===== src/rtl/spi_cs_pkg.sv =====
// Shared types for spi_cs_sequencer: FSM states, the release-all code and the
// code-to-select decoder.
package spi_cs_pkg;

    typedef enum logic [1:0] {
        ST_IDLE,
        ST_SETUP,
        ST_ACTIVE,
        ST_RELEASE
    } cs_state_t;

    localparam int CS_RELEASE_ALL = 0;
    localparam int MAX_SEL_W      = 64;

    typedef struct packed {
        logic                 valid;
        logic                 zero;
        logic [MAX_SEL_W-1:0] onehot;
    } cs_dec_t;

    // One-hot layout: slot selects in bits [num_sel-1:0], flash next, MAX3421 last.
    function automatic cs_dec_t cs_decode(input int code, input int num_sel,
                                          input int flash_code, input int max_code);
        cs_dec_t d;
        d = '0;
        if (code == CS_RELEASE_ALL) begin
            d.valid = 1'b1;
            d.zero  = 1'b1;
        end else if (code >= 1 && code <= num_sel) begin
            d.valid  = 1'b1;
            d.onehot = {{(MAX_SEL_W-1){1'b0}}, 1'b1} << (code - 1);
        end else if (code == flash_code) begin
            d.valid  = 1'b1;
            d.onehot = {{(MAX_SEL_W-1){1'b0}}, 1'b1} << num_sel;
        end else if (code == max_code) begin
            d.valid  = 1'b1;
            d.onehot = {{(MAX_SEL_W-1){1'b0}}, 1'b1} << (num_sel + 1);
        end
        return d;
    endfunction

endpackage


===== src/rtl/cdc_sync_bus.sv =====
// Two-stage synchroniser for a bus of quasi-static asynchronous signals.
module cdc_sync_bus #(
    parameter int WIDTH = 1
) (
    input  logic             clk,
    input  logic             resetn,
    input  logic [WIDTH-1:0] d,
    output logic [WIDTH-1:0] q
);

    logic [WIDTH-1:0] meta;

    always_ff @(posedge clk or negedge resetn) begin
        if (!resetn) begin
            meta <= '0;
            q    <= '0;
        end else begin
            meta <= d;
            q    <= meta;
        end
    end

endmodule


===== src/rtl/spi_cs_sequencer.sv =====
// Synchronous SPI chip-select sequencer with guard gap between selects.
// Optional select watchdog enabled by defining SPI_CS_TIMEOUT_EN.
module spi_cs_sequencer
    import spi_cs_pkg::*;
#(
    parameter int                     NUM_SLOTS       = 7,
    parameter int                     NUM_CS_PER_SLOT = 2,
    parameter int                     CS_IN_WIDTH     = 5,
    parameter logic [CS_IN_WIDTH-1:0] FLASH_CODE      = 5'h1d,
    parameter logic [CS_IN_WIDTH-1:0] MAX3421_CODE    = 5'h1e,
    parameter int                     GUARD_CYCLES    = 4,
    parameter int                     TIMEOUT_CYCLES  = 1_000_000
) (
    input  logic                                 clk,
    input  logic                                 resetn,
    input  logic                                 cs_ready,
    input  logic [CS_IN_WIDTH-1:0]               cs,
    output logic [NUM_SLOTS*NUM_CS_PER_SLOT-1:0] cs_n,
    output logic                                 flash_cs_n,
    output logic                                 max3421_cs_n,
    output logic                                 busy,
    output logic                                 err_invalid,
    output logic                                 err_timeout
);

    localparam int N     = NUM_SLOTS * NUM_CS_PER_SLOT;
    localparam int SEL_W = N + 2;
    localparam int GW    = $clog2(GUARD_CYCLES + 1);
    localparam logic [GW-1:0] GUARD_MAX  = GW'(GUARD_CYCLES);
    localparam logic [GW-1:0] GUARD_LAST = GW'(GUARD_CYCLES - 1);

    // Strobe protocol: a rising edge of cs_ready commits cs; there is no
    // back-pressure, the MCU keeps cs stable around the edge.
    logic                   ready_s, ready_d, commit;
    logic [CS_IN_WIDTH-1:0] code_s;
    cs_dec_t                dec;
    logic [SEL_W-1:0]       dec_sel;
    logic                   unused_dec;

    cs_state_t        state;
    logic [GW-1:0]    guard_cnt;
    logic [SEL_W-1:0] target;
    logic [SEL_W-1:0] sel;
    logic             err_inv;

    cdc_sync_bus #(.WIDTH(1)) u_sync_ready (
        .clk    (clk),
        .resetn (resetn),
        .d      (cs_ready),
        .q      (ready_s)
    );

    cdc_sync_bus #(.WIDTH(CS_IN_WIDTH)) u_sync_cs (
        .clk    (clk),
        .resetn (resetn),
        .d      (cs),
        .q      (code_s)
    );

    assign commit     = ready_s & ~ready_d;
    assign dec        = cs_decode(int'(code_s), N, int'(FLASH_CODE), int'(MAX3421_CODE));
    assign dec_sel    = dec.onehot[SEL_W-1:0];
    assign unused_dec = ^dec.onehot[MAX_SEL_W-1:SEL_W];

`ifdef SPI_CS_TIMEOUT_EN
    localparam int WD_W = $clog2(TIMEOUT_CYCLES + 1);
    localparam logic [WD_W-1:0] WD_LAST = WD_W'(TIMEOUT_CYCLES - 1);
    logic [WD_W-1:0] wd_cnt;
    logic            err_to;
    assign err_timeout = err_to;
`else
    logic unused_timeout_cfg;
    assign unused_timeout_cfg = (TIMEOUT_CYCLES > 1);
    assign err_timeout        = 1'b0;
`endif

    always_ff @(posedge clk or negedge resetn) begin
        if (!resetn) begin
            state     <= ST_IDLE;
            guard_cnt <= GUARD_MAX;
            target    <= '0;
            sel       <= '0;
            ready_d   <= 1'b0;
            err_inv   <= 1'b0;
`ifdef SPI_CS_TIMEOUT_EN
            wd_cnt    <= '0;
            err_to    <= 1'b0;
`endif
        end else begin
            ready_d <= ready_s;
            if (guard_cnt != GUARD_MAX) guard_cnt <= guard_cnt + 1'b1;
            if (commit && dec.zero) begin
                err_inv <= 1'b0;
`ifdef SPI_CS_TIMEOUT_EN
                err_to  <= 1'b0;
`endif
            end
            if (commit && !dec.valid) err_inv <= 1'b1;

            case (state)
                ST_IDLE: begin
                    if (commit && dec.valid && !dec.zero) begin
                        target <= dec_sel;
                        state  <= ST_SETUP;
                    end
                end
                ST_SETUP, ST_RELEASE: begin
                    if (commit && (dec.zero || !dec.valid)) begin
                        target    <= '0;
                        guard_cnt <= '0;
                        state     <= ST_RELEASE;
                    end else if (state == ST_RELEASE) begin
                        if (commit) target <= dec_sel;
                        state <= (commit || target != '0) ? ST_SETUP : ST_IDLE;
                    end else if (guard_cnt >= GUARD_LAST) begin
                        // Counter hits GUARD_CYCLES on this edge: gap is complete.
                        sel    <= commit ? dec_sel : target;
                        target <= commit ? dec_sel : target;
                        state  <= ST_ACTIVE;
`ifdef SPI_CS_TIMEOUT_EN
                        wd_cnt <= '0;
`endif
                    end else if (commit) begin
                        target <= dec_sel;
                    end
                end
                ST_ACTIVE: begin
                    if (commit) begin
`ifdef SPI_CS_TIMEOUT_EN
                        wd_cnt <= '0;
`endif
                        if (dec.zero || !dec.valid || dec_sel != sel) begin
                            sel       <= '0;
                            guard_cnt <= '0;
                            target    <= (dec.valid && !dec.zero) ? dec_sel : '0;
                            state     <= ST_RELEASE;
                        end
                    end
`ifdef SPI_CS_TIMEOUT_EN
                    else if (wd_cnt == WD_LAST) begin
                        sel       <= '0;
                        target    <= '0;
                        guard_cnt <= '0;
                        err_to    <= 1'b1;
                        state     <= ST_RELEASE;
                    end else begin
                        wd_cnt <= wd_cnt + 1'b1;
                    end
`endif
                end
                default: state <= ST_IDLE;
            endcase
        end
    end

    assign cs_n         = ~sel[N-1:0];
    assign flash_cs_n   = ~sel[N];
    assign max3421_cs_n = ~sel[N+1];
    assign busy         = (state != ST_IDLE);
    assign err_invalid  = err_inv;

endmodule


===== config.mk =====
export PLATFORM = sky130hd
export DESIGN_NAME = spi_cs_sequencer
export DESIGN_NICKNAME = d
export VERILOG_FILES = /design/src/rtl/spi_cs_pkg.sv /design/src/rtl/cdc_sync_bus.sv /design/src/rtl/spi_cs_sequencer.sv
export SDC_FILE = /design/constraint.sdc
export NUM_CORES = 1
export LEC_CHECK = 0
export CORE_MARGIN = 3
export CORE_UTILIZATION = 25
export CTS_BUF_LIST = sky130_fd_sc_hd__clkbuf_8 sky130_fd_sc_hd__clkbuf_16
export CTS_CLUSTER_DIAMETER = 150
export DETAILED_ROUTE_END_ITERATION = 10
export GPL_ROUTABILITY_DRIVEN = 0
export PLACE_DENSITY = 0.45
export SKIP_LAST_GASP = 1
export SLEW_MARGIN = 30
export SYNTH_ARGS = -nofsm -noshare
export SYNTH_HDL_FRONTEND = slang
export SYNTH_SLANG_ARGS = --single-unit

===== constraint.sdc =====
create_clock -name clk -period 4.2 [get_ports clk]
set_input_delay 0.84 -clock clk [delete_from_list [all_inputs] [get_ports clk]]
set_output_delay 0.84 -clock clk [all_outputs]
set_load 0.05 [all_outputs]

After elaboration in Yosys (flattened, before gate mapping)
Cells that the tools add are included.

operators by class
  add/sub/neg operators = 2
  magnitude comparators = 3
  equal/unequal tests = 14
  shifts and indexed selects = 1
  muxes and demuxes = 37
  bitwise gates (word level) = 5
  reductions and logical operators = 22

operator list
  operator               number
  $mux 16                15
  $pmux 16 s3            1
  $pmux 16 s2            1
  $shl 1x32->16 const A  1
  $ne 16x16->1           1
  $reduce_bool 16->1     1
  $not 14->14            1
  $mux 2                 6
  $mux 3                 4
  $ne 2x2->1 const B     6
  $mux 1                 8
  $logic_and 1x1->1      7
  $pmux 2 s3             1
  $pmux 3 s2             1
  $reduce_and 6->1       1
  $reduce_bool 2->1      3
  $sub 5x1->6 const B    1
  $eq 5x2->1 const B     1
  $eq 5x3->1 const B     1
  $ge 5x1->1 const B     1
  $le 5x4->1 const B     1
  $logic_not 5->1        1
  $eq 2x2->1 const B     2
  $ne 4x4->1 const B     1
  12 further kinds       17

word-level totals
  bits in registers = 51
  bits of input ports = 8
  output and inout port bits = 19
  word-level logic and storage cells = 94

Logic depth before layout (Yosys ltp)
Gate-level depths: netlist of the first run.

  word-level depth = 11
  depth in mapped cells = 16
  gate-level depth less buffers = 10

Modules after synthesis
From an unflattened synthesis of the first run, not the netlist that was laid out.

second synthesis, totals
  cell total of the unflattened synthesis = 322
  area total of the unflattened synthesis = 2995.4 sq um

modules (own cells, without submodules)
  module                        instances  cells an instance  area an instance (sq um)  sequential area each (sq um)
  spi_cs_sequencer              1          310                2695.1                    977.2
  cdc_sync_bus at u_sync_cs     1          10                 250.2                     250.2
  cdc_sync_bus at u_sync_ready  1          2                  50.0                      50.0

Least setup slack after synthesis of the first run
OpenSTA, ideal clock, no wires.

  path kind = reg2reg
  from = register u_sync_cs.q[0]
  to = register target[0]
  library setup time = 0.121 ns
  arrival = 3.577 ns
  data required time = 4.079 ns
  path slack = 0.502 ns
  stages on the path, launching flop included = 16
  buffers on the path = 5
  period minus slack after synthesis = 3.698 ns
  cells stage by stage = dfrtp_1 > buf_4 > clkbuf_1 > inv_1 > ha_1 > clkbuf_1 > nor3b_2 > nand2_1 > o21ai_0 > o2111ai_1 > or4b_1 > or4b_4 > and3_4 > buf_6 > buf_6 > a22o_1

on the way
  longest elaborated chain between the ends = 10
  elaborated cells between the ends (all ways) = 36
  those cells by class = 1 x add/sub; 2 x order compare; 5 x eq/ne; 1 x shift; 16 x mux; 11 x reduce/logical

ends and longest elaborated chain
  item                                                  RTL line                 source
  start: declaration                                    cdc_sync_bus.sv:8        output logic [WIDTH-1:0] q
  start signal: assignment                              cdc_sync_bus.sv:19       q <= meta;
  branches (longest 10 deep; another with $sub 5x1->6)  n/a
  end signal: assignment                                spi_cs_sequencer.sv:103  target <= dec_sel;
  end signal: assignment                                spi_cs_sequencer.sv:124  target <= dec_sel;
  end signal: assignment                                spi_cs_sequencer.sv:135  target <= (dec.valid && !dec.zero) ? dec_sel : '0;
  end: declaration                                      spi_cs_sequencer.sv:42   logic [SEL_W-1:0] target;

Several ways; the timed one is not identified. The select of a mux whose other input is x is not followed.
A chain may end at the register's enable or synchronous reset.

Worst setup path after layout of the first run
  from = register u_sync_cs.q[2]
  to = register sel[4]

on the way
  longest elaborated chain between the ends = 10
  elaborated cells between the ends (all ways) = 30
  those cells by class = 1 x add/sub; 2 x order compare; 5 x eq/ne; 1 x shift; 14 x mux; 7 x reduce/logical

ends and longest elaborated chain
  item                                                  RTL line                 source
  branches (longest 10 deep; another with $sub 5x1->6)  n/a
  end signal: assignment                                spi_cs_sequencer.sv:117  sel <= commit ? dec_sel : target;
  end: declaration                                      spi_cs_sequencer.sv:43   logic [SEL_W-1:0] sel;

Several ways; the timed one is not identified. The select of a mux whose other input is x is not followed.

==> flow_metrics.tcl, run 1 <==
set metrics [dict create \
    p_leak_uw 0.00157 \
    antenna_found_initial 0 \
    top_usage_layer "met2" \
    use_met1 0.178 \
    cts_tree "done" \
    numCtsBuffers 5 \
    hold_viol_final 0 \
    end_kind "flop" \
    fin_crit_ns 3.82 \
    reg2reg_slack_ns 0.38 \
    fp.dieArea_um2 14300 \
    std_cell_rows 40 \
    hpwl_mm 6.64 \
    fin_hold_ws_ns 0.350 \
    synth-edff-count 0 \
    ctsResizeCount 0 \
    track_usage 0.133 \
    io_pins 27 \
    gr-usage-met3 0.0311 \
    power_uw 1760 \
    post_drt_wl_per_cell_um 17.2 \
    clock_path_buffers 2 \
    slowest_delay_ns 0.73 \
    irDropWorstVdd_uv 152 \
    maxCapViolCount 0 \
    arrival_ns 4.00 \
    slew_violations 0 \
    hold_buffers 0 \
    p_int_uw 1100 \
    wirelength_mm 9.21 \
    die_x_um 120 \
    async_flop_share 1.00 \
    multi_input_area_um2 1700 \
    synth_cell_types 76 \
    grt_max_degree 52 \
    power_density_nw_per_um2 463 \
    use_met2 0.210 \
    cpMostUsedCell "buf_4" \
    holdPathEnd "u_sync_cs.q[4]" \
    syn_area_per_cell_um2 9.23 \
    timing.setup.tns_ns 0 \
    ys_warn_count 0 \
    design.core.area_um2 12300 \
    worst_pin_slew_ns 0.894 \
    slew_headroom 0.404 \
    drt_drc_violations_left 0 \
    critPathMaxFanout 20 \
    path_cells "buf_4 > xnor2_1 > nor3_1 > nand2_1 > o2111a_1 > o31ai_1 > nor4_1 > buf_4 > a21oi_2 > buf_12 > mux2_2" \
    regArea_um2 1280 \
    postPlaceCellArea_um2 3630 \
    initial_core_util 0.262 \
    ys_seq_area_frac 0.397 \
    nets 381 \
    clockPowerShare 0.284 \
    switchingPower_uw 659 \
    io_buffers 25 \
    critical_path_required_ns 4.38 \
    cts_max_level 2 \
    die_h_um 120 \
    final_antenna_net_count 0 \
    worstReg2RegEnd "sel[4]" \
    synthFlopType "dfrtp_1" \
    rsz0062_at_grt "no" \
    cts_root_buffer "clkbuf_16" \
    hp-class "flop to flop" \
    yosysTopAreaCellShare 0.389 \
    grt_pass1_wl_mm 15.4 \
    cpMaxStageDelayCell "dfrtp_1" \
    synthesis.area_um2 3220 \
    rr_worst_depth 11 \
    comb_power_share 0.366 \
    cts.sinks 51 \
    ys_seq_elements 51 \
    syn_nets 363 \
    synth.area.top_cells "dfrtp_1, nand2_1, a22o_1" \
    area_growth_syn_to_layout_pct 18.3 \
    hold_start "u_sync_cs.meta[4]" \
    routed_via_density 5.17 \
    fillCellCount 1306 \
    worstReg2RegStart "u_sync_cs.q[2]" \
    first_global_vias 2817 \
    post_cts_buffers 0 \
    finalCritPeriodShare 0.911 \
    vias 2771 \
    antenna_cells 0 \
    synth_cells 349 \
    status "finished clean" \
    setup_viol 0 \
    path_clk_slew_ns 0.07 \
    synth_largest_area_cell "dfrtp_1" \
    first_pass_iters 7 \
    insertion_delay_ns 0.29 \
    cp-start-kind "flop" \
    fmax_mhz 261 \
    design_area_um2 3810 \
    hold_depth 0 \
    drtIter0Drc 186 \
    grt.overflow.total 0 \
    path_class "flop to flop" \
    p_seq_frac 0.350 \
    swShare 0.374 \
    finClkSkew_ns 0.00751 \
    drive_above_1_share 0.125 \
]
[state kept, by name, summed over array words and instances, names as in the netlist, named ones only]
name,cells
u_sync_ready.q,1
u_sync_cs.meta,5
guard_cnt,3
target,16
err_invalid,1
ready_d,1
sel,16
state,1
u_sync_ready.meta,1
u_sync_cs.q,5
[through the flow]
stage,instances,setup slack (ns),utilization
floorplan,349,0.502,-
global placement,528,0.521,0.295
detailed placement,528,0.516,0.295
CTS,536,0.486,0.309
global route,536,0.0716,0.309
finish,536,0.375,0.309
[synthesized netlist by cell type, types with 3 or more instances]
library cell and instances:
buf_6 3, inv_1 27, nand4_1 6, buf_4 4, nand4b_1 3, or3_1 4, mux2_2 8, nand2b_1 5
ha_1 6, o21a_1 4, dfrtp_1 50, xnor2_1 4, a31oi_1 3, clkbuf_1 10, nor4_1 7, a32o_1 4
nor2_1 25, nand3_1 7, nor3_1 11, o21ai_0 5, buf_2 6, mux2_1 8, nand2_1 33, nor2b_1 5
a21oi_1 20, a22o_1 12
[cells in the final DEF (no fill, tap or decap), types with 7 or more instances in the layout]
cell type / count
dfrtp_1: 50
nand2_1: 33
inv_1: 27
nor2_1: 25
clkdlybuf4s50_1: 24
a21oi_1: 20
a22o_1: 12
nor3_1: 11
buf_4: 10
mux2_2: 8
mux2_1: 8
nor4_1: 7
nand3_1: 7
[cell type report]
class                           instances  area share
Timing Repair Buffer                   36      0.0893
Tap cell                              168      0.0552
Clock inverter                          2      0.0102
Inverter                               27      0.0266
Multi-Input combinational cell        246       0.447
Sequential cell                        51       0.335
Clock buffer                            6      0.0365
[power groups by stage]
stage,clock network [uW],registers (uW),logic (uW)
floorplan,0,603,463
global placement,0,627,646
detailed placement,0,626,645
global route,535,628,706
CTS,513,617,649
finish,500,617,645
[how the worst max path moves through the flow]
stage | depth (start not counted) | slack (ns) | to | from
3_5_place_dp | 11 | 0.52 | sel[5] | u_sync_cs.q[2]
2_1_floorplan | 15 | 0.50 | target[0] | u_sync_cs.q[0]
5_1_grt | 11 | 0.07 | sel[11] | u_sync_cs.q[2]
3_3_place_gp | 11 | 0.52 | sel[7] | u_sync_cs.q[2]
6_report | 11 | 0.38 | sel[4] | u_sync_cs.q[2]
4_1_cts | 11 | 0.49 | sel[6] | u_sync_cs.q[2]
[critical path: cells and delay by family, from the launching register on]
kind            cells  cell delay, ns
compound gates      3            0.95
simple gates        3            0.89
buf+inv             3            0.65
flops               1            0.73
xor+xnor            1            0.14
mux                 1            0.33
[metal layers]
layer,share of wire,vias to the layer above
met5,0,-
met2,0.46,86
met3,0.051,17
li1,-,1304
met4,0.025,0
met1,0.46,1364
[cells by family after synthesis]
| family | count (synthesis) | share of synthesized area |
|---|---|---|
| compound gates | 84 | 0.198 |
| xor+xnor | 4 | 0.0109 |
| fa+ha+maj | 6 | 0.0233 |
| buf+inv | 52 | 0.0746 |
| flops | 51 | 0.397 |
| mux | 18 | 0.0622 |
| other cells | 1 | 0.00116 |
| simple gates | 133 | 0.233 |
(Power assumes the default switching activity.)
==> run 2: changes to the inputs <==
--- a/config.mk
+++ b/config.mk
@@ -13,7 +13,7 @@
 export GPL_ROUTABILITY_DRIVEN = 0
 export PLACE_DENSITY = 0.45
 export SKIP_LAST_GASP = 1
-export SLEW_MARGIN = 30
+export SLEW_MARGIN = 0
 export SYNTH_ARGS = -nofsm -noshare
 export SYNTH_HDL_FRONTEND = slang
 export SYNTH_SLANG_ARGS = --single-unit
==> results of run 2 <==
Same layout as run 1: the final DEF is identical, and so are final timing and power.
==> run 3: changes to the inputs <==
--- a/config.mk
+++ b/config.mk
@@ -11,7 +11,8 @@
 export CTS_CLUSTER_DIAMETER = 150
 export DETAILED_ROUTE_END_ITERATION = 10
 export GPL_ROUTABILITY_DRIVEN = 0
-export PLACE_DENSITY = 0.45
+export HOLD_SLACK_MARGIN = 0.03
+export PLACE_DENSITY = 0.46
 export SKIP_LAST_GASP = 1
 export SLEW_MARGIN = 0
 export SYNTH_ARGS = -nofsm -noshare
==> constraint.sdc (replaced) <==
create_clock -name clk -period 3.5 [get_ports clk]
set_input_delay 0.7 -clock clk [delete_from_list [all_inputs] [get_ports clk]]
set_output_delay 0.7 -clock clk [all_outputs]
set_load 0.05 [all_outputs]
==> flow_metrics.tcl, run 3 (synthesis gave the netlist of run 1 again) <==
set metrics [dict create \
    status "finished clean" \
    path_cells "inv_1 > ha_4 > or3b_4 > a21oi_4 > a32o_2 > o2111ai_1 > or4b_1 > or4b_4 > and3_2 > a22o_1" \
    nets 388 \
    cts.sinks 51 \
    power_density_nw_per_um2 548 \
    holdPathEnd "u_sync_ready.q" \
    worstReg2RegEnd "target[8]" \
    numCtsBuffers 5 \
    final_antenna_net_count 0 \
    slew_headroom 0.481 \
    rsz0062_at_grt "no" \
    reg_top3 "sel (16), target (16)" \
    cpMaxStageDelayCell "or4b_4" \
    irDropWorstVdd_uv 245 \
    grt_pass1_wl_mm 15.3 \
    final_cell_mix "dfrtp_1, nand2_1, inv_1" \
    initial_core_util 0.262 \
    critical-path-top-delay-family "simple AND/OR/NAND/NOR gates" \
    area_growth_syn_to_layout_pct 21.4 \
    track_usage 0.134 \
    fp.dieArea_um2 14300 \
    rr_worst_depth 10 \
    insertion_delay_ns 0.29 \
    fmax_mhz 294 \
    die_x_um 120 \
    design.core.area_um2 12300 \
    vias 2760 \
    drive_above_1_share 0.152 \
    hold_viol_final 0 \
    cp-start-kind "flop" \
    cts_root_buffer "clkbuf_16" \
    postPlaceCellArea_um2 3700 \
    critical_path_required_ns 3.68 \
    hold_start "u_sync_ready.meta" \
    mostFrequentLayoutCell "dfrtp_1" \
    std_cell_rows 40 \
    fillCellCount 1323 \
    path_buf_inv 1 \
    regArea_um2 1280 \
    wirelength_mm 9.48 \
    worstReg2RegStart "u_sync_cs.q[1]" \
    design_area_um2 3910 \
    end_kind "flop" \
    io_pins 27 \
    first_global_vias 2712 \
    path_class "flop to flop" \
    antenna_cells 0 \
    drt_drc_violations_left 0 \
    cts_max_level 2 \
    arrival_ns 3.59 \
    finClkSkew_ns 0.00385 \
    hpwl_mm 6.88 \
    multi_input_area_um2 1760 \
    finalCritPeriodShare 0.973 \
    path_clk_slew_ns 0.07 \
    critPathMaxFanout 10 \
    first_pass_iters 4 \
    drtIter0Drc 136 \
    post_cts_buffers 0 \
    slew_violations 0 \
    slowest_delay_ns 0.59 \
    timing.setup.tns_ns 0 \
    io_buffers 25 \
    routed_via_density 5.08 \
    fin_crit_ns 3.40 \
    clock_path_buffers 2 \
    p_leak_uw 0.00161 \
    hold_depth 0 \
    cts_tree "done" \
    post_drt_wl_per_cell_um 17.5 \
    grt_max_degree 33 \
    maxCapViolCount 0 \
    die_h_um 120 \
    setup_viol 0 \
    worst_pin_slew_ns 0.779 \
    antenna_found_initial 0 \
    reg2reg_slack_ns 0.1 \
    grt.overflow.total 0 \
    hp-class "flop to flop" \
]
run 3: area by class of cell:
type                       instances  area share
multi-input combinational        247       0.449
clock inverter                     2     0.00992
timing repair buffer              42      0.0985
tap                              168      0.0537
clock buffer                       6      0.0355
sequential                        51       0.327
inverter                          27      0.0266
run 3: worst max path at each step:
stage                    from  slack, ns  cells after the start         to
2_1_floorplan  u_sync_cs.q[0]       0.02                     14  target[0]
3_3_place_gp   u_sync_cs.q[1]       0.06                     10  target[5]
3_5_place_dp   u_sync_cs.q[1]       0.07                     10  target[9]
4_1_cts        u_sync_cs.q[1]       0.04                     10  target[9]
5_1_grt        u_sync_cs.q[0]       0.01                     10  target[2]
6_report       u_sync_cs.q[1]        0.1                     10  target[8]
run 3: through the flow:
step / util / setup WS, ns / hold slack [ns] / power [uW] / instances
floorplan: - / 0.0226 / 0.331 / 1290 / 349
global placement: 0.300 / 0.0593 / 0.333 / 1540 / 534
detailed placement: 0.300 / 0.0658 / 0.335 / 1540 / 534
CTS: 0.315 / 0.0439 / 0.351 / 2150 / 542
global route: 0.318 / 0.0126 / 0.354 / 2260 / 543
finish: 0.318 / 0.0959 / 0.350 / 2150 / 543
run 3: per-layer routing:
metal / global-route usage / vias to the layer above / part of all wire
met5: 0 / - / 0
met4: 0.0279 / 0 / 0.010
met3: 0.0221 / 7 / 0.048
met2: 0.210 / 73 / 0.47
met1: 0.194 / 1358 / 0.47
li1: - / 1322 / -
run 3: repair_timing:
item,in CTS,in global routing
hold buffers,0,0
resized for setup,0,4
endpoints found under the setup margin,0,31
run 3: power breakdown:
part	total, uW	internal (uW)	switching (uW)
clock network	597	360	237
registers	738	664	74.2
logic	810	313	496
